File: config.mk
export PLATFORM = sky130hd
export DESIGN_NAME = alu_mc_sequencer
export DESIGN_NICKNAME = d
export VERILOG_FILES = /design/src/rtl/alu_mc_sequencer.sv
export SDC_FILE = /design/constraint.sdc
export NUM_CORES = 1
export LEC_CHECK = 0
export CORE_MARGIN = 2
export CORE_UTILIZATION = 30
export CTS_CLUSTER_DIAMETER = 150
export CTS_CLUSTER_SIZE = 25
export DETAILED_ROUTE_END_ITERATION = 6
export PLACE_DENSITY_LB_ADDON = 0.1
export SLEW_MARGIN = 20
export SYNTH_ARGS = -nofsm -noshare
export SYNTH_HDL_FRONTEND = slang
export SYNTH_SLANG_ARGS = --single-unit
export TNS_END_PERCENT = 30
File: constraint.sdc
create_clock -name Clk -period 2.44 [get_ports Clk]
set_clock_uncertainty 0.1 [all_clocks]
set_input_delay 0.488 -clock Clk [delete_from_list [all_inputs] [get_ports Clk]]
set_output_delay 0.488 -clock Clk [all_outputs]
set_load 0.01 [all_outputs]
File: src/rtl/alu_mc_sequencer.sv
// Macro-op sequencer that drives a combinational 8-bit ALU and returns a registered response.
// SINGLE/CMP/PAR take one ALU cycle; MUL performs a fixed-length shift-add loop on the same ALU.
package alu_mc_defs_pkg;
  typedef enum logic [2:0] {
    mcADD = 3'd0, mcSUB = 3'd1, mcAND = 3'd2, mcOR = 3'd3,
    mcXOR = 3'd4, mcRXR = 3'd5, mcLSL = 3'd6, mcLSR = 3'd7
  } op_mne;

  typedef enum logic [1:0] {
    CMD_SINGLE = 2'd0, CMD_MUL = 2'd1, CMD_CMP = 2'd2, CMD_PAR = 2'd3
  } cmd_e;

  typedef enum logic [2:0] {
    IDLE = 3'd0, EXEC = 3'd1, MUL_ADD = 3'd2, MUL_SHA = 3'd3, MUL_SHB = 3'd4, RESP = 3'd5
  } state_e;
endpackage

module alu_mc_sequencer
  import alu_mc_defs_pkg::*;
#(
  parameter int MUL_ITERS = 8
) (
  input  logic       Clk,
  input  logic       Reset,
  input  logic       ReqValid,
  output logic       ReqReady,
  input  logic [1:0] ReqCmd,
  input  logic [2:0] ReqOp,
  input  logic [7:0] ReqA,
  input  logic [7:0] ReqB,
  output logic       RspValid,
  input  logic       RspReady,
  output logic [7:0] RspData,
  output logic       RspEq,
  output logic       RspLt,
  output logic [7:0] AluA,
  output logic [7:0] AluB,
  output logic [2:0] AluOp,
  input  logic [7:0] AluOut,
  input  logic       AluEq,
  input  logic       AluLt,
  output logic [2:0] DbgState
);

  localparam int CW = $clog2(MUL_ITERS + 1);

  state_e        state, state_nxt;
  logic [1:0]    cmd;
  logic [2:0]    op;
  logic [7:0]    a, b, acc;
  logic [CW-1:0] cnt;
  logic          last_iter;

  // Handshakes: a transfer happens on a rising edge where valid and ready are both 1.
  // The request side is ready only in IDLE; the response stays valid and stable until taken.
  assign ReqReady  = (state == IDLE) && Reset;
  assign RspValid  = (state == RESP);
  assign DbgState  = state;
  assign last_iter = (cnt == CW'(MUL_ITERS - 1));

  always_ff @(posedge Clk or negedge Reset) begin
    if (!Reset) begin
      state   <= IDLE;
      cmd     <= 2'd0;
      op      <= 3'd0;
      a       <= 8'd0;
      b       <= 8'd0;
      acc     <= 8'd0;
      cnt     <= '0;
      RspData <= 8'd0;
      RspEq   <= 1'b0;
      RspLt   <= 1'b0;
    end else begin
      state <= state_nxt;
      case (state)
        IDLE: begin
          if (ReqValid) begin
            cmd <= ReqCmd;
            op  <= ReqOp;
            a   <= ReqA;
            b   <= ReqB;
            acc <= 8'd0;
            cnt <= '0;
          end
        end
        EXEC: begin
          RspData <= AluOut;
          RspEq   <= AluEq;
          RspLt   <= AluLt;
        end
        MUL_ADD: if (b[0]) acc <= AluOut;
        MUL_SHA: a <= AluOut;
        MUL_SHB: begin
          b   <= AluOut;
          cnt <= cnt + CW'(1);
          // acc is final after the last MUL_ADD, so the response is taken from it here.
          if (last_iter) begin
            RspData <= acc;
            RspEq   <= (acc == 8'd0);
            RspLt   <= 1'b0;
          end
        end
        default: ;
      endcase
    end
  end

  always_comb begin
    state_nxt = state;
    AluA      = 8'd0;
    AluB      = 8'd0;
    AluOp     = mcADD;
    case (state)
      IDLE: begin
        if (ReqValid) state_nxt = (ReqCmd == CMD_MUL) ? MUL_ADD : EXEC;
      end
      EXEC: begin
        AluA = a;
        AluB = (cmd == CMD_PAR) ? 8'd0 : b;
        case (cmd)
          CMD_CMP: AluOp = mcSUB;
          CMD_PAR: AluOp = mcRXR;
          default: AluOp = op;
        endcase
        state_nxt = RESP;
      end
      MUL_ADD: begin
        AluA      = acc;
        AluB      = a;
        AluOp     = mcADD;
        state_nxt = MUL_SHA;
      end
      MUL_SHA: begin
        AluA      = a;
        AluB      = 8'd1;
        AluOp     = mcLSL;
        state_nxt = MUL_SHB;
      end
      MUL_SHB: begin
        AluA      = b;
        AluB      = 8'd1;
        AluOp     = mcLSR;
        state_nxt = last_iter ? RESP : MUL_ADD;
      end
      RESP: if (RspReady) state_nxt = IDLE;
      default: state_nxt = IDLE;
    endcase
  end

endmodule

Word-level counts from Yosys, hierarchy flattened
Index checks and enable logic that the tools add are counted.
{"block": "word_totals", "register_bits": 46, "output_inout_bits": 34, "wordCells": 64}
{"block": "classes", "n_addsub": 1, "eq_ne": 13, "mux": 25, "reduce_logical": 15}
{"operator": "case mux 8 bit (2 select lines)", "n": 4}
{"operator": "two-way mux 8 bit", "n": 6}
{"operator": "case mux 8 bit (3 select lines)", "n": 2}
{"operator": "case mux 3 bit (6 select lines)", "n": 1}
{"operator": "AND reduction 2 bit", "n": 5}
{"operator": "two-way mux 3 bit", "n": 3}
{"operator": "case mux 3 bit (3 select lines)", "n": 1}
{"operator": "logical NOT 8 bit", "n": 1}
{"operator": "case mux 4 bit (2 select lines)", "n": 1}
{"operator": "nonzero test 2 bit", "n": 4}
{"operator": "equality test 3 x 2 -> 1 bit, second input constant", "n": 2}
{"operator": "equality test 3 bit, second input constant", "n": 2}
{"operator": "!= test 2 bit, second input constant", "n": 3}
{"operator": "case mux 3 bit (2 select lines)", "n": 1}
{"operator": "adder 4 x 1 -> 4 bit, second input constant", "n": 1}
{"operator": "equality test 2 bit, second input constant", "n": 2}
{"operator": "equality test 4 x 3 -> 1 bit, second input constant", "n": 1}
{"operator": "two-way mux 4 bit", "n": 1}
{"operator": "case mux 1 bit (2 select lines)", "n": 2}
{"operator": "OR reduction 2 bit", "n": 2}
{"operator": "equality test 3 x 1 -> 1 bit, second input constant", "n": 1}
{"operator": "logical NOT 3 bit", "n": 1}
{"operator": "AND reduction 3 bit", "n": 1}
{"operator": "equality test 2 x 1 -> 1 bit, second input constant", "n": 1}
{"operator": "other kinds (4)", "n": 5}

Depth between registers and ports, before layout
Gate-level depths: netlist of run 1.
{"block": "depth", "word_depth": 4, "depth_mapped": 7, "depth_no_buf": 5}

Worst setup path after synthesis of run 1
No wires, ideal clock.
{"block": "synth_timing", "kind": "register to output", "start": "register state[1], in the netlist DbgState[1]", "end": "output AluB[1]", "arrival_time_ps": 1504, "t_required_ps": 1852, "slack_ps": 348, "stages_incl_launch_ff": 5, "path_buffers": 1, "path_cell_list": "dfrtp_1 buf_4 or3b_2 a21oi_2 a22o_1"}
{"block": "synth_via", "elab_chain_len": 3}
{"element": "start, declared", "line": "47", "source": "state_e state, state_nxt;"}
{"element": "start signal, assigned", "line": "74", "source": "state <= state_nxt;"}
{"element": "equality test 3 bit / equality test 3 x 2 -> 1 bit (equally long branches)", "line": "113", "source": "case (state)"}
{"element": "OR reduction 2 bit (no source line)"}
{"element": "case mux 8 bit (3 select lines) (*)", "line": "113"}
{"element": "end, declared", "line": "37", "source": "output logic [7:0] AluB,"}
Every way passes the cells marked *; elsewhere a longest branch is shown, timed or not.

Worst setup path in the final report of run 1
{"block": "layout_timing", "start": "register state[2], in the netlist DbgState[2]", "end": "output AluA[4]"}
{"block": "layout_via", "elab_chain_len": 3}
{"element": "equality test 3 x 1 -> 1 bit / equality test 3 x 2 -> 1 bit (equally long branches)", "line": "113"}
{"element": "OR reduction 2 bit (no source line)"}
{"element": "case mux 8 bit (3 select lines) (*)", "line": "113"}
{"element": "end, declared", "line": "36", "source": "output logic [7:0] AluA,"}
Marked as above.

==> results of run 1 <==
==> how the worst min path moves through the flow <==
stage / startpoint / endpoint / slack [ns] / depth (start not counted)
after floorplan: Reset / DbgState[0]$_DFFE_PN0P_ / 0.09 / 0
after global placement: cnt[3]$_DFFE_PN0P_ / cnt[3]$_DFFE_PN0P_ / 0.38 / 1
after detailed placement: cnt[3]$_DFFE_PN0P_ / cnt[3]$_DFFE_PN0P_ / 0.38 / 1
after CTS: Reset / RspLt$_DFFE_PN0P_ / 0.22 / 2
after global routing: Reset / op[2]$_DFFE_PN0P_ / 0.23 / 2
final: Reset / op[0]$_DFFE_PN0P_ / 0.18 / 2
==> placed cells by master, fill, tap and decap left out, types with 3 or more instances in the layout <==
cell type         n
buf_2             9
dlygate4sd2_1     4
buf_6             3
clkdlybuf4s15_1   4
a21oi_1          11
clkbuf_8          5
mux2_2           11
nor2_1           14
o21ai_1          16
a22oi_1           9
buf_4            21
dlymetal6s2s_1    3
mux2i_1          16
o21ai_0          12
nor2b_2           3
a22o_1           15
clkdlybuf4s50_1  46
nand2_1          52
dfrtp_1          46
==> layout make-up <==
class,count,area (sq um)
multi-input cells,190,1250
well taps,105,131
repair buffers,95,885
clock inverters,2,13.8
flip-flops and latches,46,1150
inverters,2,7.51
clock buffers,6,72.6
fillers,823,4660
==> layer usage <==
metal / up-vias / global-route usage, %
met1: 1070 / 23.2
met2: 61 / 27.8
met5: - / 0
li1: 1087 / -
met4: 0 / 3.69
met3: 5 / 3.48
==> timing repair <==
item | CTS | global route
endpoints found under the setup margin | 20 | 13
resized for setup | 44 | 27
pin swaps | 1 | 1
buffers inserted | 0 | 6
==> cells by family (layout without fill, tap and decap cells) <==
kind of cell / count (synthesis) / after routing / share of synthesized area [%]
buffers and inverters: 22 / 105 / 5.38
muxes: 31 / 31 / 13.4
and+or+nand+nor: 87 / 87 / 16.8
DFF: 46 / 46 / 45.8
AOI/OAI and AO/OA: 71 / 71 / 18.2
adders and majority gates: 1 / 1 / 0.498
==> metrics by stage <==
| step | TNS [ns] | hold WS [ns] | util (%) | setup slack (ns) | cell area (sq um) |
|---|---|---|---|---|---|
| after floorplan | 0 | 0.0924 | - | 0.348 | 2510 |
| after global placement | -0.0230 | 0.376 | 41.4 | -0.0230 | 3380 |
| after detailed placement | -0.0345 | 0.379 | 41.4 | -0.0153 | 3380 |
| after CTS | -0.420 | 0.224 | 42.6 | -0.116 | 3480 |
| after global routing | -0.0245 | 0.235 | 43.0 | -0.0245 | 3510 |
| final | 0 | 0.181 | 43.0 | 0.121 | 3510 |
==> power by group <==
group | total (mW) | switching (mW) | internal, mW
Clock | 0.476 | 0.273 | 0.203
Sequential | 1.40 | 0.288 | 1.11
Combinational | 2.57 | 1.21 | 1.36
==> flip-flops by register name (all words and copies together) (netlist names) <==
| signal | cells |
|---|---|
| acc | 8 |
| a | 8 |
| RspLt | 1 |
| DbgState | 3 |
| cmd | 2 |
| b | 8 |
| RspData | 8 |
| cnt | 4 |
| RspEq | 1 |
| op | 3 |
==> worst max-delay path: stages (launching register included) <==
cell	delay (ns)
dfrtp_1	0.41
buf_4	0.16
nor2b_2	0.19
buf_6	0.16
a22oi_1	0.06
o21ai_0	0.19
clkdlybuf4s15_1	0.27
==> flow_summary.ini, run 1 <==
[status]
status = completed

[clock_network]
cts_tree = yes
path_clk_slew_ns = 0.09
root_buffer = clkbuf_8
htreeDepth = 2
clk_latency_ns = 0.31
cts_buffers = 5
ctsLongestPathBuffers = 2
hold_buffers = 0
cts.sinks = 46

[sta]
finalHoldViolCount = 0
tightest_slew_ns = 0.608
max_freq_mhz = 431
setup_viol = 0
max_slew_margin_pct = 59.5
period_needed_ns = 2.32
rsz0062_at_grt = yes
period_share_pct = 95.0
final_max_slew_viol_count = 0

[yosys]
yosys.area.top_type = dfrtp_1
syn_avg_cell_area_sq_um = 9.74
syn-num-nets = 294
synth-warning-count = 0
yosys-top-cells-area = dfrtp_1 46%, nand2_1 7.8%, mux2i_1 6.4%
synth_edf_count = 0
synth_top_area_share_pct = 45.8
synth_cell_type_count = 39
netlist_area_sq_um = 2510
synth_cells = 258
ys_ff_latch = 46
yosysMostFrequentCell = nand2_1
async_reset_ff_share_pct = 100
synth_ff_type = dfrtp_1
ys_seq_area_share_pct = 45.8
synth_common_cells = 52 x nand2_1, 46 x dfrtp_1, 18 x o21ai_0

[worst_setup_path]
end_kind = output pin
rr_worst_depth = 7
worst_ep_required_time_ns = 1.85
worstSetupPathType = reg2out
endpoint = AluA[4]
r2r_start = DbgState[0]$_DFFE_PN0P_
critPathLaunchType = flip-flop
path_max_fanout = 8
crit_start = DbgState[2]$_DFFE_PN0P_
r2r_slack_ns = 0.41
worst_ep_arrival_time_ns = 1.73
reg2reg_to = RspData[7]$_DFFE_PN0P_

[run]
maxCapViolations = 0

[grt]
grt_pass1_vias = 2219
grt.total_usage_pct = 17.0
grt_pass1_wl_mm = 11.7
antenna_found_initial = 0
overflow = 0
grt_start_max_net_pins = 47

[route]
wl_met1_mm = 3.42
wl_met3_microns = 378
routed_wl_mm = 7.27
drt_pass1_iterations = 4
routed_via_density = 4.98
wl_per_cell_microns = 16.3
met2_length_mm = 3.41
drtIter0Drc = 153
final_antenna_net_count = 0
top_layer = met4
vias = 2223
drcViolationCount = 0

[final_layout]
drive_above_1_share_pct = 20.5
nets = 376
area.growth.synth_to_final_pct = 39.8
post_layout_nonfiller_instances = 446
diodes = 0

[die]
rows = 33
dieArea_sq_um = 9130
boundaryPins = 69
initial_core_util_pct = 30.7
fp.dieH_microns = 95.5
die_x_microns = 95.5
coreArea_sq_um = 8180

[placement]
dp_hpwl_mm = 5.29
port-buffer-count = 68
gp_congestion = 0.779
dp.cells = 432

[worst_hold_path]
hp-class = in2async

[pwr]
ir_drop_v = 0.000387
cellLeakagePower_nw = 1.58
p_total_mw = 4.44
power_density_nw_per_um2 = 1260
(Power assumes the default switching activity.)
==> inputs of run 2 (changes only) <==
- TNS_END_PERCENT: 30 -> 5
==> flow_summary.ini, run 2 (synthesized netlist as in run 1, its figures left out) <==
[status]
status = completed

[final_layout]
final_common_cell = nand2_1
drive_above_1_share_pct = 19.6
diodes = 0
design_area_sq_um = 3510
layout.area.seq_sq_um = 1150
fill_cells = 817
multi_input_area_sq_um = 1260
final_cell_mix = 52 x nand2_1, 46 x dfrtp_1, 46 x clkdlybuf4s50_1
final_util_pct = 43.0
nets = 372
area.growth.synth_to_final_pct = 39.8

[clock_network]
hold_buffers = 0
cts.sinks = 46
htreeDepth = 2
path_clk_slew_ns = 0.09
ctsLongestPathBuffers = 2
cts_buffers = 5
cts_tree = yes
root_buffer = clkbuf_8
clk_latency_ns = 0.31

[grt]
antenna_found_initial = 0
grt_start_max_net_pins = 47
overflow = 0
grt_pass1_wl_mm = 11.7
grt.total_usage_pct = 17.0
grt_pass1_vias = 2219

[worst_setup_path]
worstSetupPathType = reg2out
endpoint = AluB[0]
reg2reg_to = RspData[7]$_DFFE_PN0P_
end_kind = output pin
crit_start = DbgState[2]$_DFFE_PN0P_
critPathLaunchType = flip-flop
worst_ep_required_time_ns = 1.85
rr_worst_depth = 6
r2r_slack_ns = 0.50
worst_ep_arrival_time_ns = 1.78
path_max_fanout = 6
r2r_start = DbgState[0]$_DFFE_PN0P_

[sta]
final.setup.tns_ns = 0
finalHoldViolCount = 0
rsz0062_at_grt = yes
final.setup.worst_slack_ns = 0.0675
max_slew_margin_pct = 59.4
max_freq_mhz = 421
final_max_slew_viol_count = 0
period_share_pct = 97.2
tightest_slew_ns = 0.609
setup_viol = 0
period_needed_ns = 2.37

[route]
drt_pass1_iterations = 4
routed_wl_mm = 7.23
final_antenna_net_count = 0
routed_via_density = 4.98
vias = 2201
drtIter0Drc = 115
drcViolationCount = 0
wl_per_cell_microns = 16.4

[placement]
place_ws_ns = -0.0153
port-buffer-count = 68
gp_congestion = 0.779
placed_area_sq_um = 3380
dp_hpwl_mm = 5.29

[die]
die_x_microns = 95.5
coreArea_sq_um = 8180
initial_core_util_pct = 30.7
boundaryPins = 69
dieArea_sq_um = 9130
fp.dieH_microns = 95.5
rows = 33

[pwr]
cellLeakagePower_nw = 1.55
ir_drop_v = 0.000412
power_density_nw_per_um2 = 1260
p_total_mw = 4.43

[worst_hold_path]
hp-class = in2async

[run]
maxCapViolations = 0
[run 2: cell types whose count changed in the layout (fill, tap and decap cells not counted), sizes merged]
cell | before | now
buf | 37 | 29
dlygate4sd2 | 4 | 3
clkdlybuf4s15 | 4 | 9
[run 2: layout make-up]
| class | count | area share [%] |
|---|---|---|
| Multi-Input combinational cell | 190 | 35.8 |
| Clock inverter | 2 | 0.392 |
| Inverter | 2 | 0.214 |
| Sequential cell | 46 | 32.8 |
| Clock buffer | 6 | 2.06 |
| Tap cell | 105 | 3.74 |
| Timing Repair Buffer | 91 | 25.1 |
[run 2: repair_timing]
item	in CTS	in global routing
pin swaps	1	0
cloned	0	0
setup buffers	0	2
setup endpoints to repair	20	13
gates resized for setup	44	24
[run 2: metrics by stage]
step	hold slack, ns	cells
5_1_grt	0.244	442
3_3_place_gp	0.376	432
3_5_place_dp	0.379	432
4_1_cts	0.224	440
6_report	0.184	442
2_1_floorplan	0.0924	258
[run 2: metal layers]
layer  vias to the layer above  track usage [%]  wire, microns
met2                        56             27.8           3340
met4                         0             3.69             65
met1                      1060             23.2           3460
met3                         5             3.48            366
li1                       1080                -              -
met5                         -                0              0
[run 2: critical path, stage by stage (launching register included)]
cell	delay (ns)
dfrtp_1	0.42
or3b_4	0.41
a21oi_4	0.14
buf_6	0.15
nand2_1	0.05
nand3_1	0.08
clkdlybuf4s15_2	0.22
[run 2: worst min-delay path by stage]
stage	to	slack, ns	cells after the start
3_3_place_gp	cnt[3]$_DFFE_PN0P_	0.38	1
3_5_place_dp	cnt[3]$_DFFE_PN0P_	0.38	1
6_report	op[0]$_DFFE_PN0P_	0.18	2
4_1_cts	RspLt$_DFFE_PN0P_	0.22	2
2_1_floorplan	DbgState[0]$_DFFE_PN0P_	0.09	0
5_1_grt	op[2]$_DFFE_PN0P_	0.24	2
[run 2: where the power goes]
part	leakage (nW)	total [mW]	switching, mW	internal [mW]
Combinational	0.941	2.56	1.20	1.35
Sequential	0.568	1.40	0.288	1.11
Clock	0.0452	0.477	0.274	0.203
Total	1.55	4.43	1.77	2.66
==> inputs of run 3 (changes only) <==
- CAP_MARGIN: unset -> 25
==> results of run 3 <==
No change in the layout: final DEF, timing and power equal those of run 2.
